$ cat src/rtl/mdu_pkg.sv
// Shared definitions for the iterative multiply/divide unit: op encodings,
// FSM state type and default datapath width.
package mdu_pkg;

  localparam int MDU_WIDTH = 32;

  localparam logic [2:0] OP_MULT  = 3'b000;
  localparam logic [2:0] OP_MULTU = 3'b001;
  localparam logic [2:0] OP_DIV   = 3'b010;
  localparam logic [2:0] OP_DIVU  = 3'b011;
  localparam logic [2:0] OP_MTHI  = 3'b100;
  localparam logic [2:0] OP_MTLO  = 3'b101;

  typedef enum logic [1:0] {
    IDLE = 2'd0,
    MUL  = 2'd1,
    DIV  = 2'd2
  } state_t;

endpackage

$ cat src/rtl/mdu_div_core.sv
// Restoring divider on unsigned magnitudes: one quotient bit per step.
// Exposes the next-step quotient/remainder so the final step can be written back directly.
module mdu_div_core #(
  parameter int WIDTH = 32
) (
  input  logic             clk,
  input  logic             rst,
  input  logic             load,
  input  logic             step,
  input  logic [WIDTH-1:0] dividend,
  input  logic [WIDTH-1:0] divisor,
  output logic [WIDTH-1:0] quo_next,
  output logic [WIDTH-1:0] rem_next
);

  logic [WIDTH-1:0] quo;
  logic [WIDTH-1:0] rem;
  logic [WIDTH-1:0] dsr;
  logic [WIDTH:0]   shifted;
  logic [WIDTH-1:0] diff;
  logic             fits;

  // rem < dsr always holds, so the difference fits in WIDTH bits when fits=1
  always_comb begin
    shifted = {rem, quo[WIDTH-1]};
    fits    = (shifted >= {1'b0, dsr});
    diff    = shifted[WIDTH-1:0] - dsr;
    if (fits) begin
      rem_next = diff;
      quo_next = {quo[WIDTH-2:0], 1'b1};
    end else begin
      rem_next = shifted[WIDTH-1:0];
      quo_next = {quo[WIDTH-2:0], 1'b0};
    end
  end

  always_ff @(posedge clk) begin
    if (rst) begin
      quo <= '0;
      rem <= '0;
      dsr <= '0;
    end else if (load) begin
      quo <= dividend;
      rem <= '0;
      dsr <= divisor;
    end else if (step) begin
      quo <= quo_next;
      rem <= rem_next;
    end
  end

endmodule

$ cat src/rtl/mul_div_unit.sv
// Iterative MIPS multiply/divide unit owning HI/LO; WIDTH-cycle data-independent latency.
// Divider is built only when MDU_DIVIDER_EN is defined; otherwise DIV/DIVU are no-ops.
module mul_div_unit
  import mdu_pkg::*;
#(
  parameter int WIDTH = MDU_WIDTH
) (
  input  logic             clk,
  input  logic             rst,
  input  logic             start,
  input  logic [2:0]       op,
  input  logic [WIDTH-1:0] a,
  input  logic [WIDTH-1:0] b,
  output logic [WIDTH-1:0] hi,
  output logic [WIDTH-1:0] lo,
  output logic             busy,
  output logic             done
);

  localparam int CW = $clog2(WIDTH + 1);

  state_t             state;
  state_t             state_next;
  logic [CW-1:0]      cnt;
  logic               last;
  logic [2*WIDTH-1:0] acc;
  logic [2*WIDTH-1:0] mul_next;
  logic [2*WIDTH-1:0] product;
  logic [WIDTH:0]     mul_sum;
  logic [WIDTH-1:0]   mcand;
  logic               neg_res;
  logic               is_signed;
  logic               a_neg;
  logic               b_neg;
  logic [WIDTH-1:0]   abs_a;
  logic [WIDTH-1:0]   abs_b;

`ifdef MDU_DIVIDER_EN
  logic               neg_rem;
  logic               div_zero;
  logic               div_load;
  logic [WIDTH-1:0]   quo_next;
  logic [WIDTH-1:0]   rem_next;

  assign div_load = (state == IDLE) && start && ((op == OP_DIV) || (op == OP_DIVU));

  mdu_div_core #(.WIDTH(WIDTH)) u_div_core (
    .clk      (clk),
    .rst      (rst),
    .load     (div_load),
    .step     (state == DIV),
    .dividend (abs_a),
    .divisor  (abs_b),
    .quo_next (quo_next),
    .rem_next (rem_next)
  );
`endif

  always_comb begin
    is_signed = (op == OP_MULT) || (op == OP_DIV);
    a_neg     = is_signed && a[WIDTH-1];
    b_neg     = is_signed && b[WIDTH-1];
    abs_a     = a_neg ? -a : a;
    abs_b     = b_neg ? -b : b;
  end

  // Shift-add step: acc = {partial product, remaining multiplier bits}
  always_comb begin
    mul_sum  = {1'b0, acc[2*WIDTH-1:WIDTH]} + (acc[0] ? {1'b0, mcand} : '0);
    mul_next = {mul_sum, acc[WIDTH-1:1]};
    product  = neg_res ? -mul_next : mul_next;
  end

  assign last = (cnt == CW'(1));

  always_comb begin
    state_next = state;
    case (state)
      IDLE: begin
        if (start) begin
          case (op)
            OP_MULT, OP_MULTU: state_next = MUL;
`ifdef MDU_DIVIDER_EN
            OP_DIV, OP_DIVU:   state_next = DIV;
`endif
            default:           state_next = IDLE;
          endcase
        end
      end
      MUL:     if (last) state_next = IDLE;
      DIV:     if (last) state_next = IDLE;
      default: state_next = IDLE;
    endcase
  end

  always_ff @(posedge clk) begin
    if (rst) state <= IDLE;
    else     state <= state_next;
  end

  always_ff @(posedge clk) begin
    if (rst) begin
      hi      <= '0;
      lo      <= '0;
      busy    <= 1'b0;
      done    <= 1'b0;
      cnt     <= '0;
      acc     <= '0;
      mcand   <= '0;
      neg_res <= 1'b0;
`ifdef MDU_DIVIDER_EN
      neg_rem  <= 1'b0;
      div_zero <= 1'b0;
`endif
    end else begin
      done <= 1'b0;
      busy <= (state_next != IDLE);
      case (state)
        IDLE: begin
          if (start) begin
            case (op)
              OP_MULT, OP_MULTU: begin
                acc     <= {{WIDTH{1'b0}}, abs_a};
                mcand   <= abs_b;
                neg_res <= a_neg ^ b_neg;
                cnt     <= CW'(WIDTH);
              end
              OP_DIV, OP_DIVU: begin
`ifdef MDU_DIVIDER_EN
                neg_res  <= a_neg ^ b_neg;
                neg_rem  <= a_neg;
                div_zero <= (b == '0);
                cnt      <= CW'(WIDTH);
`else
                done     <= 1'b1;
`endif
              end
              OP_MTHI: begin
                hi   <= a;
                done <= 1'b1;
              end
              OP_MTLO: begin
                lo   <= a;
                done <= 1'b1;
              end
              default: ;
            endcase
          end
        end
        MUL: begin
          cnt <= cnt - 1'b1;
          acc <= mul_next;
          if (last) begin
            hi   <= product[2*WIDTH-1:WIDTH];
            lo   <= product[WIDTH-1:0];
            done <= 1'b1;
          end
        end
        DIV: begin
          cnt <= cnt - 1'b1;
`ifdef MDU_DIVIDER_EN
          // Divide by zero leaves rem = |a|, which the sign fix turns back into a
          if (last) begin
            hi   <= neg_rem ? -rem_next : rem_next;
            lo   <= div_zero ? '1 : (neg_res ? -quo_next : quo_next);
            done <= 1'b1;
          end
`endif
        end
        default: ;
      endcase
    end
  end

endmodule

$ cat config.mk
export PLATFORM = sky130hd
export DESIGN_NAME = mul_div_unit
export DESIGN_NICKNAME = d
export VERILOG_FILES = /design/src/rtl/mdu_pkg.sv /design/src/rtl/mdu_div_core.sv /design/src/rtl/mul_div_unit.sv
export SDC_FILE = /design/constraint.sdc
export NUM_CORES = 1
export LEC_CHECK = 0
export BUFFER_PORTS_ARGS = -buffer_cell sky130_fd_sc_hd__buf_2
export CAP_MARGIN = 15
export CORE_ASPECT_RATIO = 2
export CORE_MARGIN = 4
export CORE_UTILIZATION = 44
export CTS_CLUSTER_DIAMETER = 40
export DETAILED_ROUTE_END_ITERATION = 10
export SLEW_MARGIN = 20
export SYNTH_ARGS = -nofsm -noshare
export SYNTH_HDL_FRONTEND = slang
export SYNTH_SLANG_ARGS = --single-unit
$ cat constraint.sdc
create_clock -name clk -period 11.35 [get_ports clk]
set_clock_uncertainty 0.05 [all_clocks]
set_input_delay 2.27 -clock clk [delete_from_list [all_inputs] [get_ports clk]]
set_output_delay 2.27 -clock clk [all_outputs]
set_load 0.03 [all_outputs]
== Word-level counts from Yosys, hierarchy flattened ==
Index checks and enable logic that the tools add are counted.

* Register bits: 171
* Output and inout bits: 66
* Input bits: 70
* Logic and storage cells: 70

* Muxes and demuxes: 26
* Reduce and logical (&&, ||, !) cells: 16
* Bitwise operators: 1
* $add $sub $neg: 5
* Equal/unequal tests: 13

{| class="wikitable"
|+ Operators with widths
! operator !! count
|-
| two-way mux 32 bit || 9
|-
| two-way mux 64 bit || 3
|-
| one-hot mux 32 bit (2 select lines) || 2
|-
| one-hot mux 64 bit (2 select lines) || 1
|-
| negation 32 bit || 2
|-
| negation 64 bit || 1
|-
| adder 32 x 32 -> 33 bit || 1
|-
| two-way mux 6 bit || 2
|-
| one-hot mux 6 bit (2 select lines) || 1
|-
| AND reduction 3 bit || 3
|-
| AND reduction 4 bit || 2
|-
| == test 3 x 2 -> 1 bit, second input constant || 2
|-
| == test 3 bit, second input constant || 2
|-
| == test 6 x 1 -> 1 bit, second input constant || 1
|-
| inequality test 2 x 1 -> 1 bit, second input constant || 3
|-
| nonzero test 2 bit || 3
|-
| subtractor 6 x 1 -> 6 bit, second input constant || 1
|-
| two-way mux 1 bit || 4
|-
| two-way mux 2 bit || 2
|-
| inequality test 2 bit, second input constant || 2
|-
| one-hot mux 2 bit (2 select lines) || 1
|-
| OR reduction 2 bit || 2
|-
| OR reduction 4 bit || 1
|-
| == test 3 x 1 -> 1 bit, second input constant || 1
|-
| 8 further kinds || 9
|}

== Longest topological paths before layout ==
* Depth in word-level cells: 7
* Depth in mapped cells: 16
* Gate-level depth less buffers: 13

== Least setup slack after synthesis ==
No wires, ideal clock.

* Kind: input-to-reg
* Start: input a[4]
* End: register acc[28]
* Required time: 11.222 ns
* Slack: 6.645 ns
* Buffers on the path: 1
* Setup time: 0.078 ns
* Stages on the path: 11
* Arrival: 4.577 ns
* Path through: or3_1 nor4_1 and3_1 clkbuf_1 nand2_1 or4_1 o41ai_1 o211ai_1 o21ai_0 nor2_1 nor3_1

* Cells in the longest elaborated chain, start to end: 5

{| class="wikitable"
|+ Ends and longest elaborated chain
! item !! line !! text
|-
| start: declaration || mul_div_unit.sv:12 || <nowiki>input logic [WIDTH-1:0] a,</nowiki>
|-
| negation 32 bit || mul_div_unit.sv:63 || <nowiki>abs_a = a_neg ? -a : a;</nowiki>
|-
| two-way mux 32 bit || mul_div_unit.sv:63 ||
|-
| two-way mux 64 bit || mul_div_unit.sv:121 || <nowiki>case (op)</nowiki>
|-
| two-way mux 64 bit || mul_div_unit.sv:120 || <nowiki>if (start) begin</nowiki>
|-
| one-hot mux 64 bit (2 select lines) || mul_div_unit.sv:118 || <nowiki>case (state)</nowiki>
|-
| end signal: assignment || mul_div_unit.sv:123 || <nowiki>acc <= {{WIDTH{1'b0}}, abs_a};</nowiki>
|-
| end signal: assignment || mul_div_unit.sv:152 || <nowiki>acc <= mul_next;</nowiki>
|-
| end: declaration || mul_div_unit.sv:26 || <nowiki>logic [2*WIDTH-1:0] acc;</nowiki>
|}

No other way between the ends. The select of a mux whose other input is x is not followed.
A chain may end at the register's enable or synchronous reset.

== Worst setup path in the final report ==
* Start: register acc[0]
* End: register hi[26]

* Cells in the longest elaborated chain, start to end: 6

{| class="wikitable"
|+ Ends and longest elaborated chain
! item !! line !! text
|-
| two-way mux 32 bit (*) || mul_div_unit.sv:69 || <nowiki>mul_sum = {1'b0, acc[2*WIDTH-1:WIDTH]} + (acc[0] ? {1'b0, mcand} : '0);</nowiki>
|-
| adder 32 x 32 -> 33 bit (*) || mul_div_unit.sv:69 ||
|-
| negation 64 bit || mul_div_unit.sv:71 || <nowiki>product = neg_res ? -mul_next : mul_next;</nowiki>
|-
| two-way mux 64 bit (*) || mul_div_unit.sv:71 ||
|-
| two-way mux 32 bit (*) || mul_div_unit.sv:153 || <nowiki>if (last) begin</nowiki>
|-
| one-hot mux 32 bit (2 select lines) (*) || mul_div_unit.sv:118 ||
|-
| end signal: assignment || mul_div_unit.sv:154 || <nowiki>hi <= product[2*WIDTH-1:WIDTH];</nowiki>
|-
| end: declaration || mul_div_unit.sv:14 || <nowiki>output logic [WIDTH-1:0] hi,</nowiki>
|}

Mark *: on every way between the ends. The rest lies on a longest branch, timed or not. The select of a mux whose other input is x is not followed.

==> metrics <==
WS Path Type flip-flop to flip-flop; Final period util 44.9%; Distinct cells, synth 93; Post-Syn Nets 1712; final wirelength 39400 um; CP bufs+invs 0; post-synthesis cell count 1601; initial drt markers 668; Final Cell Area 13400 um^2; ys flop type dfxtp_1; worst-path cell chain and2_1 > ha_1 > fa_1 > a211oi_2 > o21ai_2 > o22ai_1 > xnor2_1 > or4_4 > or4_1 > or4_1 > o41ai_2 > xor2_1 > o21ai_1; commonest non-fill, non-tap cells in the layout nor2_1 (228), dfxtp_1 (170), a21oi_1 (144); Max Slew Vio Count 0; final routed DRC violation total 0; Pre-antenna DRT Iters 5; Seq cells post-synth 171; PD cells 108 nW/um^2; die area 30400 um^2; die height 243 um; Critical Path Stages 13; count of flip-flops with a built-in enable after synthesis 0; Finished Layout Cells 2019; WHS 400 ps; Rel. slew slack 28.2%; Starting Density 44.8%; CTS root buf clkbuf_16; MaxCap Viol Count 0; Avg Cell Area, Syn 7.56 um^2; gr usage total 25.4%; worst vdd ir 0.120 mV; CP peak stage delay 950 ps; Post-DP Area 12900 um^2; Max Root-Sink Buffers 2; Post-CTS Setup Inserts 0; PostCTS Resize Cnt 0; final worst slack 6250 ps; asr flop ratio synth 0%; Design Power 1.45 mW; final setup violation count 0; nets 1768; CP endpoint kind flip-flop; largest net degree at the start of global routing 95; status finished, final reports clean; Worst Path Max Fanout 33; GPL Wtd Cong 0.970; Port Buf Inserts 135; maximum clock frequency 0.196 GHz; Max stage delay cell, worst path dfxtp_1; grt total ovfl 0; Worst Hold Class flip-flop to flip-flop; Register-to-Register Path Depth 13; H-Tree Depth 4; Hold Vio Cnt, Final 0; Crit path top cell by count or4_1; Post-Syn Area 12100 um^2; RSZ-0062 raised after global routing no; Post-Place Worst Slack 5990 ps; hpwl dp 29800 um; Rows 85; commonest non-fill, non-tap cell in the layout nor2_1; first-pass GRT wire length 62500 um; startpoint types flip-flop; crit path DAT 5390 ps; detailed-route via count 12100; Lkg Pwr 5.18 nW; post-layout util 49.8%; sequential element share of the synthesized area 28.3%; core area 27000 um^2; Hold-fix buffers, CTS 0; number of global-route vias before repair 11700; Yosys Warn Count 0; io pins 136; Worst-Margin Slew 1080 ps; WHS Path Cells 2; ratio of cells with drive above 1 in the final layout 13.8%; CTS Buf Count 17; Top delay family on crit path simple AND/OR/NAND/NOR gates; required time of the critical path 11640 ps; CTS tree built; post-DR vias/cell 6.01; placed cell count 1986; clk_lat worst skew 460 ps; WL/cell 19.5 um; Period minus WS final 5100 ps; setup total negative slack 0 ps; clk sinks 171; post-route ant nets 0; Clk pin slew, worst setup/hold paths 70 ps; initial antenna violation count 1; Layout area overhead 11.1%; Die X 125 um
sequential cells by signal (all words and copies together), names as in the netlist:
name,count
acc,64
busy,1
cnt,6
done,1
hi,32
lo,32
mcand,32
neg_res,1
state,2
routing by layer:
metal / vias up / global-route usage [%] / share of wire (%)
met2: 357 / 48.3 / 53
met3: 109 / 3.74 / 4.1
li1: 5992 / - / -
met4: 0 / 13.2 / 5.1
met5: - / 0 / 0
met1: 5684 / 26.4 / 37
kinds of logic (layout without fill, tap and decap cells):
| kind of cell | after synthesis | count (layout) | synth area share (%) |
|---|---|---|---|
| adder cells (fa/ha/maj) | 41 | 41 | 4.30 |
| multiplexers | 19 | 19 | 1.57 |
| other | 0 | 1 | 0 |
| XOR/XNOR | 108 | 108 | 7.81 |
| buffers and inverters | 155 | 224 | 5.44 |
| AO/OA/AOI/OAI | 522 | 522 | 28.9 |
| flip-flops | 171 | 171 | 28.3 |
| AND/OR/NAND/NOR | 585 | 585 | 23.7 |
power by group:
part / internal (mW) / switching (mW) / total (mW)
sequential: 0.621 / 0.0201 / 0.641
combinational: 0.0734 / 0.148 / 0.221
clock: 0.325 / 0.259 / 0.584
cell type report:
type | count | area (um^2)
timing repair buffer | 152 | 806
fill | 2798 | 13600
multi-input combinational | 1275 | 8060
clock buffer | 22 | 484
tap | 348 | 435
clock inverter | 10 | 88.8
antenna | 1 | 2.50
sequential | 171 | 3420
inverter | 40 | 150
synth_stat cells (all sizes together), types with 3 or more instances:
cell type  count  share of area [%]
a21oi        147                6.1
o2111ai        3               0.27
a211oi        85                5.5
nor2b          6               0.31
o31a           4               0.30
and2          42                2.2
o21ai         89                3.7
a311oi        10               0.78
buf           29                1.5
and3           9               0.51
nor4          20                1.3
mux2i         19                1.6
inv           40                1.2
nand4         13               0.67
nand2         99                3.1
o41ai         19                1.5
xor2          70                5.1
nor2         229                7.1
dfxtp        171                 28
nand2b         7               0.38
nand3         29                1.2
and4           8               0.59
or4           19                1.3
o21a           6               0.37
a22oi         30                1.9
or2           10               0.52
nand3b         5               0.31
ha            40                4.1
a31oi         14               0.72
o21bai        11               0.68
o211ai        21                1.4
clkbuf        85                2.6
o311ai         3               0.22
or3           23                1.2
nor3          56                2.4
a21o          17                1.1
o31ai         29                1.8
a211o          7               0.51
a31o           3               0.22
o211a          3               0.25
xnor2         38                2.7
a2111oi        3               0.23
path summary, 6_finish.rpt:
check | from | end | slack, ps
max | acc[0]$_SDFFE_PP0P_ | hi[26]$_SDFFE_PP0P_ | 6250
min | hi[16]$_SDFFE_PP0P_ | hi[16]$_SDFFE_PP0P_ | 400
max reg2reg | acc[0]$_SDFFE_PP0P_ | hi[26]$_SDFFE_PP0P_ | 6250
min reg2reg | hi[16]$_SDFFE_PP0P_ | hi[16]$_SDFFE_PP0P_ | 400
tightest hold or removal path, delay by kind of cell, from the launching register on:
kind	cells	cell delay [ps]
flops	1	310
simple gates	1	50
compound gates	1	50
No activity file was read; power rests on OpenSTA's default activity.
